File: src/rtl/top.sv
// Loopback UART: baud generator, transmitter and receiver, with the receiver fed from the TX line.
// Define UART_PARITY_EN for an 11-bit frame with parity; the default build uses a 10-bit frame without parity.
`timescale 1ns/1ps
module top #(
    parameter int unsigned CLK_FREQ = 50000000
) (
    input  logic       clk,
    input  logic       rst,
    input  logic       ready,
    input  logic       p_sel,
    input  logic [1:0] baud_sel,
    input  logic [7:0] uart_data_tx_in,
    output logic       error,
    output logic [7:0] uart_data_rx_out,
    output logic       test
);

    localparam int unsigned DIV_2400   = CLK_FREQ / 2400;
    localparam int unsigned DIV_9600   = CLK_FREQ / 9600;
    localparam int unsigned DIV_57600  = CLK_FREQ / 57600;
    localparam int unsigned DIV_115200 = CLK_FREQ / 115200;
    localparam int          CNT_W      = $clog2(DIV_2400 + 1);

    typedef enum logic [2:0] {
        IDLE,
        START,
        DATA,
        PARITY,
        STOP
    } state_t;

    typedef struct packed {
        logic [7:0] data;
        logic [1:0] baud;
    } tx_cfg_t;

    tx_cfg_t          cfg;
    state_t           tx_state;
    state_t           rx_state;
    logic [CNT_W-1:0] bit_div;
    logic [CNT_W-1:0] bit_last;
    logic [CNT_W-1:0] half_last;
    logic [CNT_W-1:0] tx_cnt;
    logic [CNT_W-1:0] rx_cnt;
    logic             tx_tick;
    logic [2:0]       tx_bit;
    logic [2:0]       rx_bit;
    logic [7:0]       rx_shift;
    logic             rx_prev;
`ifdef UART_PARITY_EN
    logic             tx_odd;
    logic             rx_par_err;
`else
    logic             unused_p_sel;
    assign unused_p_sel = p_sel;
`endif

    // Baud generator: the divisor follows the baud select latched at frame start,
    // so both TX and RX keep a stable bit period for the whole frame.
    always_comb begin
        // NOTE: default assignment first so every path drives bit_div and no latch is inferred.
        bit_div = CNT_W'(DIV_115200);
        case (cfg.baud)
            2'b00:   bit_div = CNT_W'(DIV_2400);
            2'b01:   bit_div = CNT_W'(DIV_9600);
            2'b10:   bit_div = CNT_W'(DIV_57600);
            default: bit_div = CNT_W'(DIV_115200);
        endcase
    end

    assign bit_last  = bit_div - CNT_W'(1);
    assign half_last = (bit_div >> 1) - CNT_W'(1);
    assign tx_tick   = (tx_cnt == bit_last);

    always_ff @(posedge clk) begin
        // NOTE: sequential state uses <= so every register sees pre-edge values of the others.
        if (!rst || tx_state == IDLE || tx_tick) begin
            tx_cnt <= '0;
        end else begin
            tx_cnt <= tx_cnt + CNT_W'(1);
        end
    end

    // Transmitter: test is registered and changes only on state transitions or bit ticks.
    always_ff @(posedge clk) begin
        if (!rst) begin
            tx_state <= IDLE;
            tx_bit   <= '0;
            cfg      <= '0;
            test     <= 1'b1;
`ifdef UART_PARITY_EN
            tx_odd   <= 1'b0;
`endif
        end else begin
            case (tx_state)
                IDLE: begin
                    test <= 1'b1;
                    if (ready) begin
                        cfg.data <= uart_data_tx_in;
                        cfg.baud <= baud_sel;
`ifdef UART_PARITY_EN
                        tx_odd   <= p_sel;
`endif
                        tx_state <= START;
                        test     <= 1'b0;
                    end
                end
                START: begin
                    if (tx_tick) begin
                        tx_state <= DATA;
                        tx_bit   <= '0;
                        test     <= cfg.data[0];
                    end
                end
                DATA: begin
                    if (tx_tick) begin
                        if (tx_bit == 3'd7) begin
`ifdef UART_PARITY_EN
                            tx_state <= PARITY;
                            test     <= (^cfg.data) ^ tx_odd;
`else
                            tx_state <= STOP;
                            test     <= 1'b1;
`endif
                        end else begin
                            tx_bit <= tx_bit + 3'd1;
                            test   <= cfg.data[tx_bit + 3'd1];
                        end
                    end
                end
                PARITY: begin
                    if (tx_tick) begin
                        tx_state <= STOP;
                        test     <= 1'b1;
                    end
                end
                STOP: begin
                    if (tx_tick) begin
                        tx_state <= IDLE;
                    end
                end
                default: begin
                    tx_state <= IDLE;
                    test     <= 1'b1;
                end
            endcase
        end
    end

    // Receiver: rx_cnt is preloaded to 1 while idle so the detection clock counts
    // toward the half-bit start check; later bits are sampled one full period apart.
    always_ff @(posedge clk) begin
        if (!rst) begin
            rx_state         <= IDLE;
            rx_cnt           <= '0;
            rx_bit           <= '0;
            rx_shift         <= '0;
            rx_prev          <= 1'b1;
            error            <= 1'b0;
            uart_data_rx_out <= 8'h00;
`ifdef UART_PARITY_EN
            rx_par_err       <= 1'b0;
`endif
        end else begin
            rx_prev <= test;
            case (rx_state)
                IDLE: begin
                    rx_cnt <= CNT_W'(1);
                    if (rx_prev && !test) begin
                        rx_state <= START;
                    end
                end
                START: begin
                    if (rx_cnt == half_last) begin
                        rx_cnt   <= '0;
                        rx_bit   <= '0;
                        rx_state <= test ? IDLE : DATA;
                    end else begin
                        rx_cnt <= rx_cnt + CNT_W'(1);
                    end
                end
                DATA: begin
                    if (rx_cnt == bit_last) begin
                        rx_cnt   <= '0;
                        rx_shift <= {test, rx_shift[7:1]};
                        rx_bit   <= rx_bit + 3'd1;
                        if (rx_bit == 3'd7) begin
`ifdef UART_PARITY_EN
                            rx_state <= PARITY;
`else
                            rx_state <= STOP;
`endif
                        end
                    end else begin
                        rx_cnt <= rx_cnt + CNT_W'(1);
                    end
                end
                PARITY: begin
                    if (rx_cnt == bit_last) begin
                        rx_cnt   <= '0;
                        rx_state <= STOP;
`ifdef UART_PARITY_EN
                        rx_par_err <= test ^ (^rx_shift) ^ tx_odd;
`endif
                    end else begin
                        rx_cnt <= rx_cnt + CNT_W'(1);
                    end
                end
                STOP: begin
                    if (rx_cnt == bit_last) begin
                        rx_cnt           <= '0;
                        rx_state         <= IDLE;
                        uart_data_rx_out <= rx_shift;
`ifdef UART_PARITY_EN
                        error            <= ~test | rx_par_err;
`else
                        error            <= ~test;
`endif
                    end else begin
                        rx_cnt <= rx_cnt + CNT_W'(1);
                    end
                end
                default: begin
                    rx_state <= IDLE;
                end
            endcase
        end
    end

endmodule

File: config.mk
export PLATFORM = sky130hd
export DESIGN_NAME = top
export DESIGN_NICKNAME = d
export VERILOG_FILES = /design/src/rtl/top.sv
export SDC_FILE = /design/constraint.sdc
export NUM_CORES = 1
export LEC_CHECK = 0
export ABC_AREA = 0
export BUFFER_PORTS_ARGS = -buffer_cell sky130_fd_sc_hd__buf_2
export CORE_MARGIN = 5
export CORE_UTILIZATION = 40
export CTS_BUF_LIST = sky130_fd_sc_hd__clkbuf_16
export CTS_CLUSTER_DIAMETER = 50
export DETAILED_ROUTE_END_ITERATION = 10
export HOLD_SLACK_MARGIN = 0.08
export REMOVE_ABC_BUFFERS = 1
export SKIP_CTS_REPAIR_TIMING = 1
export SYNTH_ARGS = -nofsm -noshare
export SYNTH_HDL_FRONTEND = slang
export SYNTH_SLANG_ARGS = --single-unit
File: constraint.sdc
create_clock -name clk -period 7.5 [get_ports clk]
set_input_delay 1.125 -clock clk [delete_from_list [all_inputs] [get_ports clk]]
set_output_delay 1.125 -clock clk [all_outputs]
set_load 0.02 [all_outputs]
== Yosys cells after proc, flatten, opt, wreduce, memory -nomap -nowiden ==
Index checks and enable logic that the tools add are counted.
Widths: inputs -> output; s select.

* Equal/unequal tests: 28
* Bitwise operators: 2
* Muxes and demuxes: 33
* $add $sub $neg: 6
* Reduce and logical (&&, ||, !) cells: 20
* $lt $le $gt $ge: 1

{| class="wikitable"
|+ Operator list
! kind !! count
|-
| $pmux 15 s3 || 2
|-
| $mux 3 || 16
|-
| $eq 15x15->1 || 3
|-
| $add 15x1->15 const B || 2
|-
| $mux 15 || 2
|-
| $pmux 3 s5 || 2
|-
| $ne 2x2->1 const B || 13
|-
| $sub 14x1->15 const B || 1
|-
| $sub 15x1->15 const B || 1
|-
| $eq 3x2->1 const B || 4
|-
| $eq 3x3->1 const B || 4
|-
| $pmux 3 s2 || 2
|-
| $reduce_and 6->1 || 2
|-
| $reduce_and 4->1 || 2
|-
| $add 3x1->3 const B || 2
|-
| $eq 3x1->1 const B || 2
|-
| $logic_not 3->1 || 2
|-
| $mux 1 || 6
|-
| $reduce_and 2->1 || 3
|-
| $pmux 1 s5 || 1
|-
| $lt 3x4->1 const B || 1
|-
| $reduce_bool 2->1 || 2
|-
| $bmux 1 s3 || 1
|-
| $reduce_and 3->1 || 1
|-
| other kinds (10) || 13
|}

* Output and inout port bits: 10
* Register bits: 71
* Word-level logic and storage cells: 103
* Bits of input ports: 14

== Longest topological paths before layout ==
* Word-level depth: 6
* Mapped depth: 11
* Gate-level depth less buffers: 10

== Worst setup path before layout ==
Ideal clock, no wire load.

* Kind: register to register
* From: register cfg[0] (netlist name)
* To: register rx_cnt[11]
* Period minus slack after synthesis: 2.415 ns
* Path buffers: 0
* Setup slack: 5.085 ns
* Stages on the path, launching flop included: 10
* Arrival: 2.281 ns
* Cell sequence: dfxtp_1 > ha_1 > inv_1 > ha_1 > xor2_1 > nand4_1 > o41ai_2 > o22a_2 > nand2b_4 > o311ai_1

* Longest elaborated chain between the ends: 6
* Elaborated cells on any way between the ends: 11
* Those cells by class: 2 x add/sub; 4 x eq/ne; 4 x mux; 1 x reduce/logical

{| class="wikitable"
|+ RTL lines
! item !! RTL line !! RTL
|-
| start, declared || 37 || <nowiki>tx_cfg_t cfg;</nowiki>
|-
| $eq 2x2->1, or another cell as far along || 63 || <nowiki>case (cfg.baud)</nowiki>
|-
| $pmux 15 s3 (*) || 63 ||
|-
| $sub 15x1->15 / $sub 14x1->15 (equally long branches) || 71, 72 ||
|-
| $eq 15x15->1 (on tied branches) || -- ||
|-
| $mux 15 (on tied branches) || -- ||
|-
| $pmux 15 s3 (*) || 166 || <nowiki>case (rx_state)</nowiki>
|-
| end signal, assigned || 179 || <nowiki>rx_cnt <= rx_cnt + CNT_W'(1);</nowiki>
|-
| end signal, assigned || 206 || <nowiki>rx_cnt <= rx_cnt + CNT_W'(1);</nowiki>
|-
| end signal, assigned || 220 || <nowiki>rx_cnt <= rx_cnt + CNT_W'(1);</nowiki>
|-
| end, declared || 44 || <nowiki>logic [CNT_W-1:0] rx_cnt;</nowiki>
|}

Every way passes the cells marked *; elsewhere a longest branch is shown, timed or not.
A chain may end at the register's enable or synchronous reset.

== Final worst setup path ==
* From: register cfg[0] (netlist name)
* To: register uart_data_rx_out[1]

* Longest elaborated chain between the ends: 5
* Elaborated cells on any way between the ends: 7
* Those cells by class: 1 x add/sub; 3 x eq/ne; 1 x mux; 2 x reduce/logical

{| class="wikitable"
|+ RTL lines
! item !! RTL line !! RTL
|-
| $eq 2x2->1, or another cell as far along || 63 ||
|-
| $pmux 15 s3 (*) || 63 ||
|-
| $sub 15x1->15 (*) || 71 || <nowiki>assign bit_last = bit_div - CNT_W'(1);</nowiki>
|-
| $eq 15x15->1 (*) || 210 || <nowiki>if (rx_cnt == bit_last) begin</nowiki>
|-
| $reduce_and 2->1 (no line) (*) || -- ||
|-
| end signal, assigned || 213 || <nowiki>uart_data_rx_out <= rx_shift;</nowiki>
|-
| end, declared || 14 || <nowiki>output logic [7:0] uart_data_rx_out,</nowiki>
|}

Marks and branches as above.

==> impl_metrics.yaml <==
critical_path:
  cp-start-kind: "flip-flop"
  critPathRequiredTime_ps: 7710
  critPathKind: "flip-flop to flip-flop"
  critPathSlowestCell: "nand3_1"
  slowest_delay_ps: 640
  crit_buf_inv: 1
  cp_max_fo: 13
  r2r_slack_ps: 4090
  rr_startpoint: "cfg[0]"
  endpoint: "uart_data_rx_out[1]"
  path_cells: "ha_1 -> inv_1 -> ha_1 -> xor2_1 -> nand4_1 -> nor4_4 -> nand3_1 -> mux2i_1 -> nor2_1"
  setup.worst_path.start: "cfg[0]"
  critPathMostFrequentCell: "ha_1"
  cp_data_arrival_time_ps: 3620
  critPathTopFamily: "simple AND/OR/NAND/NOR gates"
  endpoint_kind: "flip-flop"
  crit_cells: 9
  worstRegToRegCells: 9
  timing.rr.end: "uart_data_rx_out[1]"
timing:
  setup_viol: 0
  hold_viol: 0
  whs_ps: 455
  fin_setup_tns_ps: 0
  grt_setup_unrepaired: "no"
  fmax_mhz: 293
  drv_slew: 0
  max_slew_margin_pct: 42.8
  period_share_pct: 45.4
  min_period_ps: 3410
  fin_skew_ps: 9.61
  max_slew.worst_pin.slew_ps: 852
min_path:
  hold_path.class: "flip-flop to flip-flop"
synth:
  syn_avg_cell_area_um2: 8.60
  ys_seq_area_share_pct: 36.5
  synth.most_common_cell: "dfxtp_1"
  synthCells: 453
  yosys_warnings: 0
  async_flop_share_pct: 0
  synth_common_cells: "71 x dfxtp_1, 59 x nand2_1, 51 x nor2_1, 24 x a21oi_1, 21 x mux2i_1"
  synth_ff_type: "dfxtp_1"
  synth_area_leader_cell: "dfxtp_1"
  synth_top_area_share_pct: 36.5
  synth_edf_count: 0
  synth_area_um2: 3890
  ys_seq_elements: 71
  synth.area.top_cells: "dfxtp_1 36%, nand2_1 5.7%, mux2i_1 5.4%"
  synth_cell_types: 65
placement:
  dpl.hpwl_um: 5430
  post-place-cells: 577
  port_buffers: 22
  gp_congestion: 0.805
pwr:
  power_leakage_nw: 1.66
  ir_worst_vdd_mv: 0.118
  powerDensity_nw_per_um2: 197
final_layout:
  nFillCells: 959
  nets: 485
  instances_no_fill: 593
  diodes: 0
  drive_above_1_share_pct: 13.3
  areaGrowthSynthToFinish_pct: 10.2
route:
  drc: 0
  ant_nets: 0
  routed-via-count: 3103
  vias_per_cell: 5.23
  firstDrtPassIters: 4
  wl_per_cell_um: 13.3
  wl_um: 7860
  drtIter0Drc: 124
global_route:
  grt_pass1_vias: 2943
  grt_pass1_wl_um: 14000
  grt.overflow.total: 0
  antenna_found_initial: 0
  grt_start_max_net_pins: 32
  gr-usage-all-layers_pct: 14.6
clock_network:
  htree_levels: 3
  cts_tree: "done"
  cts_buffers: 9
  cts.sinks: 71
  clk_path_buf_depth: 2
  path_clk_slew_ps: 60
  clk_latency_ps: 330
  root_buffer: "clkbuf_16"
floorplanning:
  initial_core_util_pct: 40.4
  die_area_um2: 11800
  die_w_um: 109
  row_count: 36
  core_area_um2: 9640
  io_pins: 24
  dieHeight_um: 109
outcome:
  run_status: "finished clean"
run:
  max_cap_viol_count: 0
[report_power, final]
part,total [mW],internal (mW),leakage [nW],switching [mW]
Combinational,0.0632,0.0251,0.951,0.0381
Clock,0.393,0.224,0.132,0.168
Sequential,0.392,0.383,0.575,0.00830
Total,0.848,0.633,1.66,0.215
[per-stage QoR]
stage	util [%]	setup WS (ps)	instance area [um2]	total power, mW
6_report	44.5	4090	4290	0.848
5_1_grt	44.5	3730	4290	0.885
4_1_cts	44.5	4070	4290	0.857
3_5_place_dp	41.7	4120	4020	0.463
3_3_place_gp	41.7	4150	4020	0.462
2_1_floorplan	-	4640	3730	0.444
[placed cells by master, fill, tap and decap left out, drive strengths merged, types with 3 or more instances in the layout]
cell type  Yosys  final
a21oi         25     25
or3            8      8
dfxtp         71     71
or2            3      3
clkinv         1      4
and4bb         3      3
mux2i         21     21
nand2         60     60
nor2          51     51
a31oi          5      5
nand4         18     18
and2           3      3
nand3         17     17
xnor2         19     19
and3           8      8
or3b           4      4
nor3b          3      3
ha            16     16
nor4           4      4
inv            9     12
o31ai          3      3
xor2          15     15
o21ai          8      8
nor3           8      8
nand2b         3      3
buf           17     24
o311ai         6      6
clkbuf        16      9
[metal layers]
layer | vias up | wire length, um | GRT usage (%)
li1 | 1586 | - | -
met1 | 1466 | 3910 | 19.7
met2 | 43 | 3570 | 22.5
met3 | 8 | 277 | 3.20
met4 | 0 | 92 | 6.04
met5 | - | 0 | 0
[sequential cells by signal (all words and copies together) (netlist names), 8 cells and up]
name and cells:
tx_cnt 15, uart_data_rx_out 8, rx_cnt 15, rx_shift 8
cfg 10
[worst min-delay path by stage]
stage,cells after the start,startpoint,to
2_1_floorplan,2,cfg[9],cfg[9]
3_3_place_gp,2,cfg[8],cfg[8]
3_5_place_dp,2,cfg[8],cfg[8]
4_1_cts,2,cfg[8],cfg[8]
5_1_grt,2,cfg[8],cfg[8]
6_report,2,cfg[6],cfg[6]
[cell type report]
cell class	instances	area [um2]	area share (%)
Inverter	10	37.5	0.875
Sequential cell	71	1420	33.1
Timing Repair Buffer	24	125	2.92
Clock buffer	9	225	5.25
Multi-Input combinational cell	339	2270	52.9
Clock inverter	7	46.3	1.08
Tap cell	133	166	3.88
[logic make-up after synthesis]
family / share of synthesized area [%]
AND/OR/NAND/NOR: 27.7
XOR/XNOR: 7.65
AO/OA/AOI/OAI: 11.2
buffers and inverters: 5.24
flip-flops: 36.5
adder cells (fa/ha/maj): 5.14
multiplexers: 6.55
[worst reg2reg max path: stages (launching register included)]
cell and delay (ps):
dfxtp_1 530, ha_1 360, inv_1 80, ha_1 330
xor2_1 180, nand4_1 170, nor4_4 620, nand3_1 650
mux2i_1 320, nor2_1 50
No activity file was read; power rests on OpenSTA's default activity.
